[src/rtl/idma_chan_scheduler.sv]
// Round-robin share of one iDMA backend port among NumChan channels: credits, a registered output slice
// (1-cycle grant->valid, AXI-stable until ready_i) and an in-order retire FIFO. Option: IDMA_CHAN_SCHED_PRIO_EN.
module idma_chan_scheduler #(
  parameter int unsigned NumChan        = 4,
  parameter int unsigned ChanCredits    = 2,
  parameter int unsigned MaxOutstanding = 8,
  parameter int unsigned IdCounterWidth = 32,
  parameter type         burst_req_t    = logic
) (
  input  logic                                   clk_i,
  input  logic                                   rst_i,
  input  burst_req_t                             chan_req_i [NumChan],
  input  logic [NumChan-1:0]                     chan_valid_i,
  output logic [NumChan-1:0]                     chan_ready_o,
  output burst_req_t                             burst_req_o,
  output logic                                   valid_o,
  input  logic                                   ready_i,
  input  logic                                   trans_complete_i,
  input  logic                                   drain_i,
`ifdef IDMA_CHAN_SCHED_PRIO_EN
  input  logic [NumChan-1:0]                     prio_i,
`endif
  output logic [NumChan-1:0][IdCounterWidth-1:0] chan_done_o,
  output logic [NumChan-1:0]                     chan_busy_o,
  output logic                                   idle_o,
  output logic                                   err_o
);

  localparam int unsigned ChIdxW = $clog2(NumChan);
  localparam int unsigned CredW  = $clog2(ChanCredits + 1);
  localparam int unsigned PtrW   = $clog2(MaxOutstanding);
  localparam int unsigned CntW   = $clog2(MaxOutstanding + 1);

  typedef enum logic {SlotIdle, SlotHold} slot_state_e;

  slot_state_e                            state_q, state_d;
  burst_req_t                             req_q, req_d;
  logic [ChIdxW-1:0]                      slot_chan_q, slot_chan_d;
  logic [ChIdxW-1:0]                      rr_q, rr_d;
  logic [CredW-1:0]                       credit_q [NumChan];
  logic [CredW-1:0]                       credit_d [NumChan];
  logic [NumChan-1:0][IdCounterWidth-1:0] done_q, done_d;
  logic [ChIdxW-1:0]                      fifo_mem_q [MaxOutstanding];
  logic [PtrW-1:0]                        wr_ptr_q, wr_ptr_d, rd_ptr_q, rd_ptr_d;
  logic [CntW-1:0]                        cnt_q, cnt_d;
  logic                                   err_q, err_d;

  logic               slot_free, room, grant, push, pop, fifo_empty, fifo_wr, fifo_rd;
  logic [NumChan-1:0] elig, cand;
  logic [ChIdxW-1:0]  gnt_idx, head_idx;

  assign valid_o     = (state_q == SlotHold);
  assign burst_req_o = req_q;
  assign chan_done_o = done_q;
  assign err_o       = err_q;
  assign fifo_empty  = (cnt_q == '0);
  assign idle_o      = !valid_o && fifo_empty;
  assign slot_free   = !valid_o || ready_i;

  // The occupied slot already holds a reservation, so it counts against the global limit.
  assign room = ({1'b0, cnt_q} + {{CntW{1'b0}}, valid_o}) < (CntW+1)'(MaxOutstanding);

  always_comb begin
    for (int c = 0; c < int'(NumChan); c++) begin
      elig[c]        = chan_valid_i[c] && (credit_q[c] < CredW'(ChanCredits)) && !drain_i && room;
      chan_busy_o[c] = (credit_q[c] != '0);
    end
  end

`ifdef IDMA_CHAN_SCHED_PRIO_EN
  assign cand = (|(elig & prio_i)) ? (elig & prio_i) : elig;
`else
  assign cand = elig;
`endif

  always_comb begin
    logic [ChIdxW:0]   sum;
    logic [ChIdxW-1:0] idx;
    grant   = 1'b0;
    gnt_idx = '0;
    sum     = '0;
    idx     = '0;
    for (int i = 0; i < int'(NumChan); i++) begin
      sum = {1'b0, rr_q} + (ChIdxW+1)'(i);
      if (sum >= (ChIdxW+1)'(NumChan)) sum = sum - (ChIdxW+1)'(NumChan);
      idx = sum[ChIdxW-1:0];
      if (!grant && slot_free && cand[idx]) begin
        grant   = 1'b1;
        gnt_idx = idx;
      end
    end
  end

  always_comb begin
    chan_ready_o = '0;
    if (grant && !rst_i) chan_ready_o[gnt_idx] = 1'b1;
  end

  // A completion arriving while the FIFO is empty but the slot is issuing retires that slot directly.
  assign push     = valid_o && ready_i;
  assign pop      = trans_complete_i && (!fifo_empty || push);
  assign head_idx = fifo_empty ? slot_chan_q : fifo_mem_q[rd_ptr_q];
  assign fifo_wr  = push && !(pop && fifo_empty);
  assign fifo_rd  = pop && !fifo_empty;

  always_comb begin
    state_d     = state_q;
    req_d       = req_q;
    slot_chan_d = slot_chan_q;
    rr_d        = rr_q;
    case (state_q)
      SlotIdle: if (grant) state_d = SlotHold;
      SlotHold: if (ready_i && !grant) state_d = SlotIdle;
      default:  state_d = SlotIdle;
    endcase
    if (grant) begin
      req_d       = chan_req_i[gnt_idx];
      slot_chan_d = gnt_idx;
      rr_d        = (gnt_idx == ChIdxW'(NumChan - 1)) ? '0 : gnt_idx + 1'b1;
    end
  end

  always_comb begin
    for (int c = 0; c < int'(NumChan); c++) begin
      credit_d[c] = credit_q[c];
      done_d[c]   = done_q[c];
      if (grant && (gnt_idx == ChIdxW'(c))) credit_d[c] = credit_d[c] + 1'b1;
      if (pop && (head_idx == ChIdxW'(c))) begin
        credit_d[c] = credit_d[c] - 1'b1;
        done_d[c]   = done_q[c] + 1'b1;
      end
    end
  end

  always_comb begin
    wr_ptr_d = wr_ptr_q;
    rd_ptr_d = rd_ptr_q;
    cnt_d    = cnt_q;
    err_d    = err_q;
    if (fifo_wr) wr_ptr_d = wr_ptr_q + 1'b1;
    if (fifo_rd) rd_ptr_d = rd_ptr_q + 1'b1;
    case ({fifo_wr, fifo_rd})
      2'b10:   cnt_d = cnt_q + 1'b1;
      2'b01:   cnt_d = cnt_q - 1'b1;
      default: cnt_d = cnt_q;
    endcase
    if (trans_complete_i && !pop) err_d = 1'b1;
  end

  always_ff @(posedge clk_i) begin
    if (rst_i) begin
      state_q     <= SlotIdle;
      req_q       <= '0;
      slot_chan_q <= '0;
      rr_q        <= '0;
      done_q      <= '0;
      wr_ptr_q    <= '0;
      rd_ptr_q    <= '0;
      cnt_q       <= '0;
      err_q       <= 1'b0;
      for (int c = 0; c < int'(NumChan); c++) credit_q[c] <= '0;
    end else begin
      state_q     <= state_d;
      req_q       <= req_d;
      slot_chan_q <= slot_chan_d;
      rr_q        <= rr_d;
      done_q      <= done_d;
      wr_ptr_q    <= wr_ptr_d;
      rd_ptr_q    <= rd_ptr_d;
      cnt_q       <= cnt_d;
      err_q       <= err_d;
      credit_q    <= credit_d;
    end
  end

  always_ff @(posedge clk_i) begin
    if (fifo_wr) fifo_mem_q[wr_ptr_q] <= slot_chan_q;
  end

endmodule

[config.mk]
export PLATFORM = sky130hd
export DESIGN_NAME = idma_chan_scheduler
export DESIGN_NICKNAME = d
export VERILOG_FILES = /design/src/rtl/idma_chan_scheduler.sv
export SDC_FILE = /design/constraint.sdc
export NUM_CORES = 1
export LEC_CHECK = 0
export CORE_MARGIN = 1.5
export CORE_UTILIZATION = 50
export CTS_BUF_LIST = sky130_fd_sc_hd__clkbuf_2 sky130_fd_sc_hd__clkbuf_4 sky130_fd_sc_hd__clkbuf_8
export CTS_CLUSTER_SIZE = 24
export DETAILED_ROUTE_END_ITERATION = 12
export PLACE_DENSITY = 0.79
export SYNTH_ARGS = -nofsm -noshare
export SYNTH_HDL_FRONTEND = slang
export SYNTH_SLANG_ARGS = --single-unit
[constraint.sdc]
create_clock -name clk_i -period 2.9 [get_ports clk_i]
set_input_delay 0.58 -clock clk_i [delete_from_list [all_inputs] [get_ports clk_i]]
set_output_delay 0.58 -clock clk_i [all_outputs]
set_load 0.02 [all_outputs]
=== After elaboration in Yosys (flattened, before gate mapping) ===
Memory sizes are Yosys's and may differ from the RTL's. A register that Yosys moved wholly into a read port is not among the register bits.
Cells that the tools add are included.

* Memories: 1
* Bits of input ports: 13
* Register bits: 153
* Output and inout port bits: 140
* Memory bits (writable): 16
* Logic and storage cells: 169

{| class="wikitable"
|+ Memories
! name !! depth !! width !! rd ports !! clocked after memory_dff !! wr ports !! RTL line !! RTL
|-
| fifo_mem_q || 8 || 2 || 1 || 1 || 1 || 43 || <nowiki>logic [ChIdxW-1:0] fifo_mem_q [MaxOutstanding];</nowiki>
|}

* $lt $le $gt $ge: 16
* Bitwise gates (word level): 2
* Equal/unequal tests: 8
* Multiplexer cells: 44
* Reductions and logical operators: 57
* Add/sub/neg operators: 25

{| class="wikitable"
|+ Operator list
! kind !! count
|-
| adder 32 x 1 -> 32 bit, second input constant || 4
|-
| logical AND 1 bit || 37
|-
| 2-to-1 mux 2 bit || 18
|-
| subtractor 2 x 1 -> 2 bit, second input constant || 8
|-
| < comparator 2 x 3 -> 1 bit, second input constant || 5
|-
| 2-to-1 mux 1 bit || 15
|-
| >= comparator 3 bit, second input constant || 4
|-
| adder 2 x 1 -> 2 bit, second input constant || 5
|-
| binary-select mux 1 bit (select 2 bit) || 5
|-
| == test 2 bit, second input constant || 5
|-
| zero test 1 bit || 10
|-
| nonzero test 2 bit || 5
|-
| < comparator 2 bit, second input constant || 4
|-
| one-hot mux 4 bit (2 select lines) || 1
|-
| adder 2 x 2 -> 3 bit, second input constant || 2
|-
| adder 3 x 1 -> 3 bit, second input constant || 2
|-
| == test 2 x 1 -> 1 bit, second input constant || 3
|-
| 2-to-1 mux 3 bit || 2
|-
| adder 4 x 1 -> 5 bit || 1
|-
| < comparator 5 x 4 -> 1 bit, second input constant || 1
|-
| adder 4 x 1 -> 4 bit, second input constant || 1
|-
| zero test 2 bit || 2
|-
| zero test 4 bit || 1
|-
| 2-to-1 mux 4 bit || 1
|-
| other kinds (9) || 10
|}

=== Longest topological paths before layout ===
* Depth in word-level cells: 25
* Mapped depth: 11
* Mapped depth without buffers: 11

=== Worst setup path before layout ===
OpenSTA, ideal clock, no wires.

* Kind: register -> output
* Start point: register state_q (netlist: valid_o)
* End point: output chan_ready_o[0]
* Buffers on the path: 0
* Arrival time: 2.346 ns
* Required time: 2.320 ns
* Setup slack: -0.026 ns
* Stages on the path, launching flop included: 8
* Cell sequence: dfxtp_1 > and4_1 > nor3_1 > a32oi_1 > o311ai_1 > ha_1 > nand3_1 > nor2_1

* Longest elaborated chain between the ends: 24
* Elaborated cells on any way between the ends: 41
* Those cells by class: add/sub (1); order compare (3); mux (19); reduce/logical (18)

{| class="wikitable"
|+ Ends and longest elaborated chain
! element !! RTL line !! RTL
|-
| start, declared || 36 || <nowiki>slot_state_e state_q, state_d;</nowiki>
|-
| start signal, assigned || 152 || <nowiki>state_q <= SlotIdle;</nowiki>
|-
| start signal, assigned || 163 || <nowiki>state_q <= state_d;</nowiki>
|-
| adder 4 x 1 -> 5 bit || 61 || <nowiki>assign room = ({1'b0, cnt_q} + {{CntW{1'b0}}, valid_o}) < (CntW+1)'(MaxOutstanding);</nowiki>
|-
| < comparator 5 x 4 -> 1 bit || 61 ||
|-
| logical AND 1 bit || 65 || <nowiki>elig[c] = chan_valid_i[c] && (credit_q[c] < CredW'(ChanCredits)) && !drain_i && room;</nowiki>
|-
| binary-select mux 1 bit (select 2 bit) || 87 || <nowiki>if (!grant && slot_free && cand[idx]) begin</nowiki>
|-
| 2-to-1 mux 1 bit (not written as such) || 87 ||
|-
| logical AND 1 bit || 87 ||
|-
| 2-to-1 mux 1 bit || 87 ||
|-
| zero test 1 bit || 87 ||
|-
| [7 not listed] || -- ||
|-
| zero test 1 bit || 87 ||
|-
| logical AND 1 bit (2 in series) || 87 ||
|-
| 2-to-1 mux 2 bit || 87 ||
|-
| < comparator 2 x 3 -> 1 bit (not written as such) or >= comparator 2 x 1 -> 1 bit (tied branches) || 96 || <nowiki>if (grant && !rst_i) chan_ready_o[gnt_idx] = 1'b1;</nowiki>
|-
| logical AND 1 bit (not written as such) || 96 ||
|-
| 2-to-1 mux 1 bit (not written as such) || 96 ||
|-
| demux 1 bit (select 2 bit) || 96 ||
|-
| 2-to-1 mux 4 bit * || 96 ||
|-
| end, declared || 14 || <nowiki>output logic [NumChan-1:0] chan_ready_o,</nowiki>
|}

Every way passes the cells marked *; elsewhere a longest branch is shown, timed or not. The select of a mux whose other input is x is not followed.

=== Final worst setup path ===
* Start point: input drain_i
* End point: output chan_ready_o[1]

* Longest elaborated chain between the ends: 24
* Elaborated cells on any way between the ends: 42
* Those cells by class: order compare (2); mux (19); reduce/logical (21)

{| class="wikitable"
|+ Ends and longest elaborated chain
! element !! RTL line !! RTL
|-
| start, declared || 19 || <nowiki>input logic drain_i,</nowiki>
|-
| zero test 1 bit * || 65 ||
|-
| logical AND 1 bit (2 in series) || 65 ||
|-
| binary-select mux 1 bit (select 2 bit) || 87 ||
|-
| 2-to-1 mux 1 bit (not written as such) || 87 ||
|-
| logical AND 1 bit || 87 ||
|-
| 2-to-1 mux 1 bit || 87 ||
|-
| zero test 1 bit || 87 ||
|-
| logical AND 1 bit (2 in series) || 87 ||
|-
| [5 not listed] || -- ||
|-
| zero test 1 bit || 87 ||
|-
| logical AND 1 bit (2 in series) || 87 ||
|-
| 2-to-1 mux 2 bit || 87 ||
|-
| < comparator 2 x 3 -> 1 bit (not written as such) or >= comparator 2 x 1 -> 1 bit (tied branches) || 96 ||
|-
| logical AND 1 bit (not written as such) || 96 ||
|-
| 2-to-1 mux 1 bit (not written as such) || 96 ||
|-
| demux 1 bit (select 2 bit) || 96 ||
|-
| 2-to-1 mux 4 bit * || 96 ||
|}

Marks and branches as above.

==> impl_metrics.yaml <==
yosys:
  syn_area_sq_um: 8695
  async_flop_share: 0
  ys_warn_count: 0
  yosysTopAreaCellShare: 0.3592
  synth_nets: 1038
  yosysSeqAreaShare: 0.4144
  synth_top_cell_by_area: "dfxtp_1"
  synth_seq_cells: 172
  avgSynthCellArea_sq_um: 8.634
  synth-edff-count: 16
  syn_inst: 1007
  synth-main-ff-cell: "dfxtp_1"
  synthTopCellsByArea: "dfxtp_1, a21oi_1, edfxtp_1"
  synth_cell_types: 63
finish:
  fin_util: 0.6928
  nets: 1269
  layout.cells.non_filler: 1475
  mostFrequentLayoutCell: "dfxtp_1"
  area_growth_pct: 36.38
  drive_above_1_share: 0.1760
  fillers: 1332
  final_cell_mix: "dfxtp_1, clkdlybuf4s50_1, buf_4"
  diodes: 0
hold_path:
  min_path_type: "input pin to register"
  min_from: "rst_i"
route:
  vias: 8881
  drt-pass1-iter-count: 5
  wl_microns: 25430
  remaining_drc_errors: 0
  first_iter_violations: 656
  detail-route-antenna-nets: 0
  wire_per_inst_microns: 17.24
  vias_per_cell: 6.021
outcome:
  status: "finished, violations left"
  violations: "negative setup slack"
grt:
  grt_pass1_vias: 7913
  antenna_found_initial: 0
  overflow: 0
  grt_usage: 0.2689
  grt_max_degree: 64
  grt_pass1_wl_microns: 39410
worst_setup_path:
  end_kind: "output port"
  r2r-start: "cnt_q[1]"
  crit_chain: "dlygate4sd2_1, nor2_2, o311ai_2, a32oi_1, o21ai_1, buf_4, nand2_4, buf_6, ha_4, nand3_4, nor2_4, buf_6"
  crit_path_start: "drain_i"
  path_class: "input pin to output port"
  critPathLaunchType: "input pin"
  rrSetupSlack_ns: 0.01
  critical_path_arrival_ns: 2.48
  slowest_delay_ns: 0.30
  slowest_stage: "dlygate4sd2_1"
  required_ns: 2.32
  crit_path_frequent_cell: "buf_6"
  crit_path_max_fanout: 3
power:
  p_leak_uw: 0.003977
  total_power_uw: 5944
  p_per_area_nw_per_um2: 501.3
  ir_worst_vdd_mv: 0.3826
sta:
  fin_crit_sh: 1.054
  drv_slew: 0
  worst_pin_slew_ns: 0.7373
  final-hold-violation-count: 0
  rsz0062_at_grt: "true"
  finalSetupTns_ns: -0.5236
  fmax_mhz: 327.2
  setup_ws_ns: -0.1561
  slew_headroom: 0.5040
  period_needed_ns: 3.056
  finalSetupViolations: 4
  skew_ns: 0.01985
cts:
  clock_sinks: 172
  cts.htree.levels: 4
  root_buffer: "clkbuf_8"
  path_clk_slew_ns: 0.08
  cts_tree: "built"
  clock_latency_ns: 0.46
  cts_buffers: 17
  clockBufferDepth: 2
place:
  dp_cells: 1423
  dp_hpwl_microns: 16950
  port-buffer-count: 152
  gp_congestion: 0.8637
floorplan:
  die_w_microns: 134.9
  std_cell_rows: 48
  die_area_sq_um: 18190
  die_h_microns: 134.9
  initial_utilization: 0.5080
  io_pins: 153
  fp.coreArea_sq_um: 17120
run:
  cap_violations: 0
-- through the flow --
step,hold WS (ns),worst slack (ns),instance area (sq um)
after detailed placement,0.4736,-0.8072,10980
final,0.4885,-0.1561,11860
after global routing,0.4738,-0.2564,11860
after floorplan,0.4541,0.05461,8702
after CTS,0.4235,-0.06753,11660
after global placement,0.4719,-0.7135,10980
-- report_power, final --
part | internal [uW] | total, uW | switching [uW]
logic | 778 | 1620 | 841
registers | 2490 | 2590 | 98.2
clock network | 851 | 1740 | 888
-- worst paths after layout --
kind | to | cells past startpoint
setup reg to reg | chan_done_o[121] | 9
hold reg to reg | register | 2
hold / removal | credit_q[6] | 2
setup / recovery | chan_ready_o[1] | 12
-- state kept, by name, indices dropped and copies added, names as in the netlist, named ones only --
| name | cells |
|---|---|
| wr_ptr_q | 3 |
| rr_q | 2 |
| fifo_mem_q | 16 |
| valid_o | 1 |
| slot_chan_q | 2 |
| chan_done_o | 128 |
| credit_q | 8 |
| burst_req_o | 1 |
| err_o | 1 |
| rd_ptr_q | 3 |
| cnt_q | 4 |
-- cells in the mapped netlist, types with 16 or more instances --
| master | number |
|---|---|
| dfxtp_1 | 156 |
| a21oi_1 | 100 |
| nor2_1 | 74 |
| o21ai_0 | 62 |
| nand2_1 | 59 |
| or3_1 | 56 |
| inv_1 | 44 |
| clkbuf_1 | 42 |
| nand3_1 | 38 |
| nand4_1 | 33 |
| xnor2_1 | 33 |
| or4_1 | 28 |
| o31ai_1 | 25 |
| nor3_1 | 20 |
| xor2_1 | 19 |
| ha_1 | 17 |
| a211oi_1 | 16 |
| and2_1 | 16 |
| edfxtp_1 | 16 |
| o2111ai_1 | 16 |
-- cells by family after synthesis --
family	after synthesis	synth area share
simple gates	387	0.2471
compound gates	263	0.1891
flops	172	0.4144
buf+inv	96	0.04432
xor+xnor	52	0.05238
mux	19	0.02590
fa+ha+maj	18	0.02677
-- final cells by class --
class / count / area [sq um] / area share
clock buffers: 21 / 289.0 / 0.02437
clock inverters: 10 / 115.1 / 0.009708
inverters: 44 / 165.2 / 0.01393
multi-input cells: 740 / 5002 / 0.4219
flip-flops and latches: 172 / 3615 / 0.3048
well taps: 225 / 281.5 / 0.02374
repair buffers: 263 / 2390 / 0.2015
-- routing by layer --
layer	GRT usage	vias up	part of all wire
met5	0	-	0
met4	0.1147	0	0.032
met3	0.05743	73	0.064
met2	0.4325	353	0.48
met1	0.3507	4239	0.42
li1	-	4216	-
-- critical path: cells and delay by family --
family | cells | cell delay, ns
and+or+nand+nor | 4 | 0.48
adders and majority gates | 1 | 0.16
buffers and inverters | 4 | 0.72
AOI/OAI and AO/OA | 3 | 0.52
-- timing repair --
item | 4_1_cts | 5_1_grt
resized for setup | 59 | 46
cloned | 0 | 1
endpoints found under the setup margin | 22 | 38
hold buffers | 0 | 0
hold endpoints to repair | 0 | 0
pin swaps | 13 | 20
setup buffers | 20 | 3
No activity file was read; power rests on OpenSTA's default activity.
